<file path="src/rtl/reaction_ctrl.sv">
// Reaction-time game controller: random pre-stimulus delay, LED stimulus,
// then measures press latency in ms using an external up/down timer.
module reaction_ctrl #(
    parameter int MAX_MS       = 2047,
    parameter int MIN_DELAY_MS = 100,
    localparam int W           = $clog2(MAX_MS)
) (
    input  logic         i_clk,
    input  logic         i_reset,
    input  logic         i_button_pressed,
    input  logic [W-1:0] i_rand_value,
    input  logic [W-1:0] i_timer_value,
    input  logic         i_max_reached,
    output logic         o_timer_reset,
    output logic         o_timer_up,
    output logic         o_timer_enable,
    output logic [W-1:0] o_timer_start_value,
    output logic         o_led_on,
    output logic [W-1:0] o_result_ms,
    output logic         o_result_valid,
    output logic         o_false_start,
    output logic         o_timeout,
    output logic [2:0]   o_state
);

    // state       | meaning
    // IDLE        | waiting for first press, timer held in load
    // ARM         | load countdown with random delay
    // DELAY       | counting down, LED off
    // ARM_UP      | clear timer for measurement, LED on
    // MEASURE     | counting up, waiting for press
    // DONE        | reaction time captured
    // FALSE_START | pressed before LED
    // TIMEOUT     | no press before full scale
    typedef enum logic [2:0] {
        IDLE        = 3'd0,
        ARM         = 3'd1,
        DELAY       = 3'd2,
        ARM_UP      = 3'd3,
        MEASURE     = 3'd4,
        DONE        = 3'd5,
        FALSE_START = 3'd6,
        TIMEOUT     = 3'd7
    } state_t;

    localparam logic [W-1:0] MIN_D = W'(MIN_DELAY_MS);
    localparam logic [W-1:0] MAX_V = W'(MAX_MS);

    state_t       r_state;
    state_t       w_next;
    logic [W-1:0] r_delay;
    logic [W-1:0] r_result;
    logic [W-1:0] w_delay_next;
    logic [W-1:0] w_result_next;
    logic         w_latch_delay;
    logic         w_capture;

    // Floor keeps the countdown load non-zero and humanly fair.
    assign w_delay_next = (i_rand_value < MIN_D) ? MIN_D : i_rand_value;

    always_ff @(posedge i_clk) begin
        if (i_reset) begin
            r_state  <= IDLE;
            r_delay  <= MIN_D;
            r_result <= '0;
        end else begin
            r_state <= w_next;
            if (w_latch_delay) r_delay <= w_delay_next;
            if (w_capture)     r_result <= w_result_next;
        end
    end

    always_comb begin
        w_next         = r_state;
        w_latch_delay  = 1'b0;
        w_capture      = 1'b0;
        w_result_next  = r_result;
        o_timer_reset  = 1'b0;
        o_timer_up     = 1'b0;
        o_timer_enable = 1'b0;
        o_led_on       = 1'b0;
        o_result_valid = 1'b0;
        o_false_start  = 1'b0;
        o_timeout      = 1'b0;
        case (r_state)
            IDLE: begin
                o_timer_reset = 1'b1;
                if (i_button_pressed) begin
                    w_next        = ARM;
                    w_latch_delay = 1'b1;
                end
            end
            ARM: begin
                o_timer_reset = 1'b1;
                w_next        = DELAY;
            end
            DELAY: begin
                o_timer_enable = 1'b1;
                if (i_button_pressed)          w_next = FALSE_START;
                else if (i_timer_value == '0)  w_next = ARM_UP;
            end
            ARM_UP: begin
                o_timer_reset = 1'b1;
                o_timer_up    = 1'b1;
                o_led_on      = 1'b1;
                if (i_button_pressed) begin
                    w_next        = DONE;
                    w_capture     = 1'b1;
                    w_result_next = '0;
                end else begin
                    w_next = MEASURE;
                end
            end
            MEASURE: begin
                o_timer_enable = 1'b1;
                o_timer_up     = 1'b1;
                o_led_on       = 1'b1;
                if (i_button_pressed) begin
                    w_next        = DONE;
                    w_capture     = 1'b1;
                    w_result_next = i_timer_value;
                end else if (i_max_reached) begin
                    w_next        = TIMEOUT;
                    w_capture     = 1'b1;
                    w_result_next = MAX_V;
                end
            end
            DONE, FALSE_START, TIMEOUT: begin
                o_result_valid = (r_state == DONE);
                o_false_start  = (r_state == FALSE_START);
                o_timeout      = (r_state == TIMEOUT);
                if (i_button_pressed) begin
                    w_next        = ARM;
                    w_latch_delay = 1'b1;
                end
            end
            default: w_next = IDLE;
        endcase
    end

    assign o_timer_start_value = r_delay;
    assign o_result_ms         = r_result;
    assign o_state             = r_state;

endmodule

</file>
<file path="config.mk">
export PLATFORM = sky130hd
export DESIGN_NAME = reaction_ctrl
export DESIGN_NICKNAME = d
export VERILOG_FILES = /design/src/rtl/reaction_ctrl.sv
export SDC_FILE = /design/constraint.sdc
export NUM_CORES = 1
export LEC_CHECK = 0
export ABC_AREA = 1
export CAP_MARGIN = 40
export CORE_ASPECT_RATIO = 0.9
export CORE_UTILIZATION = 28
export CTS_BUF_LIST = sky130_fd_sc_hd__clkbuf_4
export DETAILED_ROUTE_END_ITERATION = 12
export PLACE_DENSITY = 0.69
export SLEW_MARGIN = 20
export SYNTH_ARGS = -nofsm -noshare
export SYNTH_HDL_FRONTEND = slang
export SYNTH_SLANG_ARGS = --single-unit
</file>
<file path="constraint.sdc">
create_clock -name i_clk -period 1.82 [get_ports i_clk]
set_clock_uncertainty 0.2 [all_clocks]
set_input_delay 0.364 -clock i_clk [delete_from_list [all_inputs] [get_ports i_clk]]
set_output_delay 0.364 -clock i_clk [all_outputs]
set_load 0.005 [all_outputs]
</file>
==> metrics.txt <==
# TYPE chip_impl_metric gauge
chip_impl_info{name="run_status",value="completed"} 1
chip_impl_metric{name="final_max_slew_viol_count",unit=""} 0
chip_impl_metric{name="core.rowCount",unit=""} 22
chip_impl_metric{name="antenna_cells_inserted",unit=""} 0
chip_impl_metric{name="power.switching",unit="uW"} 907
chip_impl_metric{name="path_max_fanout",unit=""} 4
chip_impl_metric{name="die-height",unit="um"} 65.8
chip_impl_metric{name="p_sw_share",unit="%"} 36.7
chip_impl_info{name="setup.worst_path.class",value="register to register"} 1
chip_impl_metric{name="fillers",unit=""} 432
chip_impl_metric{name="intPower",unit="uW"} 1570
chip_impl_info{name="synth_commonest_cells",value="nand2_1 (36), a21oi_1 (25), dfxtp_1 (25), nor2_1 (22), o21ai_0 (16)"} 1
chip_impl_metric{name="post-synth-top-area-fraction",unit="%"} 39.6
chip_impl_metric{name="synth_enable_flop_cells",unit=""} 0
chip_impl_info{name="tritoncts",value="done"} 1
chip_impl_metric{name="detailedPlace.worstSlack",unit="ns"} -0.209
chip_impl_metric{name="worst-slew-pin-transition",unit="ns"} 0.326
chip_impl_info{name="yosys_most_used_dff",value="dfxtp_1"} 1
chip_impl_metric{name="finalCritPeriodShare",unit="%"} 97.8
chip_impl_metric{name="netlist_instances",unit=""} 177
chip_impl_metric{name="dieArea",unit="um^2"} 4790
chip_impl_metric{name="maximum_number_of_pins_on_one_net_before_global_route_repair",unit=""} 19
chip_impl_metric{name="post_drt_via_cell_ratio",unit=""} 4.31
chip_impl_metric{name="ys_seq_area_share",unit="%"} 39.6
chip_impl_info{name="clk_root_buffer_cell",value="clkbuf_4"} 1
chip_impl_metric{name="comb_pwr_share",unit="%"} 57.0
chip_impl_metric{name="gp_congestion",unit=""} 0.813
chip_impl_metric{name="grt_pass1_wl",unit="um"} 5660
chip_impl_info{name="synth_largest_area_cell",value="dfxtp_1"} 1
chip_impl_metric{name="min_period",unit="ns"} 1.78
chip_impl_metric{name="worst-endpoint-arrival",unit="ns"} 1.83
chip_impl_info{name="category_of_the_worst_setup_path_launch_point",value="register"} 1
chip_impl_metric{name="multi_input_comb_area",unit="um^2"} 654
chip_impl_metric{name="cts_htree_levels",unit=""} 1
chip_impl_metric{name="post-route-drc-count",unit=""} 0
chip_impl_metric{name="port-buffer-count",unit=""} 57
chip_impl_metric{name="width_of_the_die",unit="um"} 72.9
chip_impl_metric{name="detailedPlacementHpwl",unit="um"} 2600
chip_impl_metric{name="drt.antenna.violating_nets",unit=""} 0
chip_impl_metric{name="mappedNetlistArea",unit="um^2"} 1260
chip_impl_metric{name="mappedNetlistNets",unit=""} 203
chip_impl_info{name="yosysMostFrequentCell",value="nand2_1"} 1
chip_impl_metric{name="fin_hold_ws",unit="ns"} 0.274
chip_impl_metric{name="areaGrowthSynthToFinish",unit="%"} 65.2
chip_impl_metric{name="regArea",unit="um^2"} 515
chip_impl_metric{name="number_of_distinct_library_cells_after_synthesis",unit=""} 23
chip_impl_metric{name="avgSynthCellArea",unit="um^2"} 7.15
chip_impl_metric{name="drive_above_1_share",unit="%"} 22.5
chip_impl_metric{name="worst_ep_required_time",unit="ns"} 1.87
chip_impl_info{name="rsz0062_at_grt",value="true"} 1
chip_impl_metric{name="number_of_endpoints_with_negative_hold_slack_in_the_final_report",unit=""} 0
chip_impl_metric{name="count_of_yosys_warnings_during_synthesis",unit=""} 0
chip_impl_metric{name="nNetsFinal",unit=""} 280
chip_impl_metric{name="fin_util",unit="%"} 49.6
chip_impl_metric{name="grt.overflow.total",unit=""} 0
chip_impl_metric{name="ir_worst_vdd",unit="uV"} 455
chip_impl_metric{name="cellLeakagePower",unit="uW"} 0.000926
chip_impl_metric{name="power_density",unit="nW/um^2"} 1180
chip_impl_metric{name="ys_seq_elements",unit=""} 25
chip_impl_metric{name="worst_setup_hold_path_clk_slew",unit="ns"} 0.14
chip_impl_metric{name="core_area",unit="um^2"} 4210
chip_impl_metric{name="totalWireLength",unit="um"} 3440
chip_impl_metric{name="detail_route.first_pass.iterations",unit=""} 4
chip_impl_metric{name="number_of_antenna_violations_at_the_first_check_in_global_routing",unit=""} 0
chip_impl_metric{name="share_clk_of_total_power",unit="%"} 10.8
chip_impl_metric{name="top_level_ports",unit=""} 58
chip_impl_metric{name="fmax",unit="MHz"} 562
chip_impl_info{name="cp-end-kind",value="register"} 1
chip_impl_metric{name="clock-sinks",unit=""} 25
chip_impl_metric{name="clk_latency",unit="ns"} 0.31
chip_impl_metric{name="gr-usage-all-layers",unit="%"} 15.1
chip_impl_metric{name="power_frac_seq",unit="%"} 32.1
chip_impl_info{name="hp-class",value="register to register"} 1
chip_impl_metric{name="cap_viol_max_count",unit=""} 0
chip_impl_metric{name="grt_pass1_vias",unit=""} 1331
chip_impl_metric{name="iter_0_drt_violations",unit=""} 39
chip_impl_info{name="netlist_top_cells_area",value="dfxtp_1 (40%), nand2_1 (11%), a21oi_1 (9.9%)"} 1
chip_impl_metric{name="avgRoutedWirePerCell",unit="um"} 11.0
chip_impl_metric{name="clk_path_buf_depth",unit=""} 2
chip_impl_metric{name="worst_setup_slack_final",unit="ns"} 0.0405
chip_impl_metric{name="initial_core_util",unit="%"} 30.0
chip_impl_metric{name="relative_slew_margins",unit="%"} 78.2
chip_impl_metric{name="finalSetupViolCount",unit=""} 0
chip_impl_metric{name="via_count",unit=""} 1350
chip_impl_metric{name="ys_async_sr_fraction",unit="%"} 0
chip_impl_metric{name="cts_buffers",unit=""} 3
[state kept, by name (all words and copies together), names as in the netlist]
name / cells
o_timer_start_value: 11
o_state: 3
o_result_ms: 11
[cells in the final DEF (no fill, tap or decap), drive strengths merged]
cell type / instances
o22ai: 1
o21ai: 17
nand4: 1
inv: 16
dlymetal6s2s: 1
buf: 28
nor3: 1
clkdlybuf4s50: 47
a21oi: 25
nand3: 12
dfxtp: 25
clkbuf: 7
dlygate4sd2: 2
nor2: 23
nand2: 39
o211ai: 6
or2: 1
clkdlybuf4s15: 1
[layout make-up]
type	instances	area share, %
sequential	25	24.7
multi-input combinational	126	31.3
inverter	16	2.99
tap	60	3.59
clock buffer	4	1.44
timing repair buffer	82	36.0
[kinds of logic (layout without fill, tap and decap cells)]
group | Yosys count | after routing | synth area share [%]
and+or+nand+nor | 77 | 77 | 27.8
AOI/OAI and AO/OA | 49 | 49 | 21.6
buffers and inverters | 26 | 102 | 11.1
DFF | 25 | 25 | 39.6
[layer usage]
metal,wire (um),track usage (%),part of all wire (%)
met3,132,3.07,3.8
met2,1610,25.2,47
met5,0,0,0
met1,1660,19.4,48
met4,34,5.15,0.99
[power by group through the flow]
stage               logic, uW  registers, uW  clock network, uW
finish                   1410            795                268
global placement         1310            784                  0
global route             1550            813                305
CTS                      1380            791                282
detailed placement       1320            783                  0
floorplan                 704            776                  0
[critical path, cell delays in order, from the launching register on]
cell,delay [ns]
dfxtp_4,0.38
buf_6,0.12
nand2_4,0.07
nor2_4,0.04
buf_4,0.12
buf_4,0.12
buf_4,0.12
buf_4,0.13
nand2_2,0.05
inv_1,0.05
nand2_2,0.10
nand3_1,0.09
a21oi_1,0.14
[worst paths after layout]
path              slack [ns]  depth (start not counted)                                 from                                  end
setup / recovery        0.04                         12              o_state[1]$_SDFFE_PP0P_              o_state[1]$_SDFFE_PP0P_
hold / removal          0.27                          2  o_timer_start_value[9]$_SDFFE_PP0P_  o_timer_start_value[9]$_SDFFE_PP0P_
setup reg to reg        0.04                         12              o_state[1]$_SDFFE_PP0P_              o_state[1]$_SDFFE_PP0P_
hold reg to reg         0.27                          2  o_timer_start_value[9]$_SDFFE_PP0P_  o_timer_start_value[9]$_SDFFE_PP0P_
[stage by stage]
stage	cell area [um^2]	cells	TNS, ns	total power [uW]
6_report	2090	313	0	2470
2_1_floorplan	1260	177	0	1480
3_3_place_gp	1990	304	-1.80	2100
5_1_grt	2090	313	-0.101	2670
3_5_place_dp	1990	304	-2.35	2100
4_1_cts	2070	313	-0.00358	2450
[repair_timing]
action,4_1_cts,5_1_grt
hold buffers,0,0
buffers inserted,5,0
pin swaps,1,1
resized for setup,32,16
endpoints found under the setup margin,10,17
Note: power is estimated with default switching activity, not from simulation.
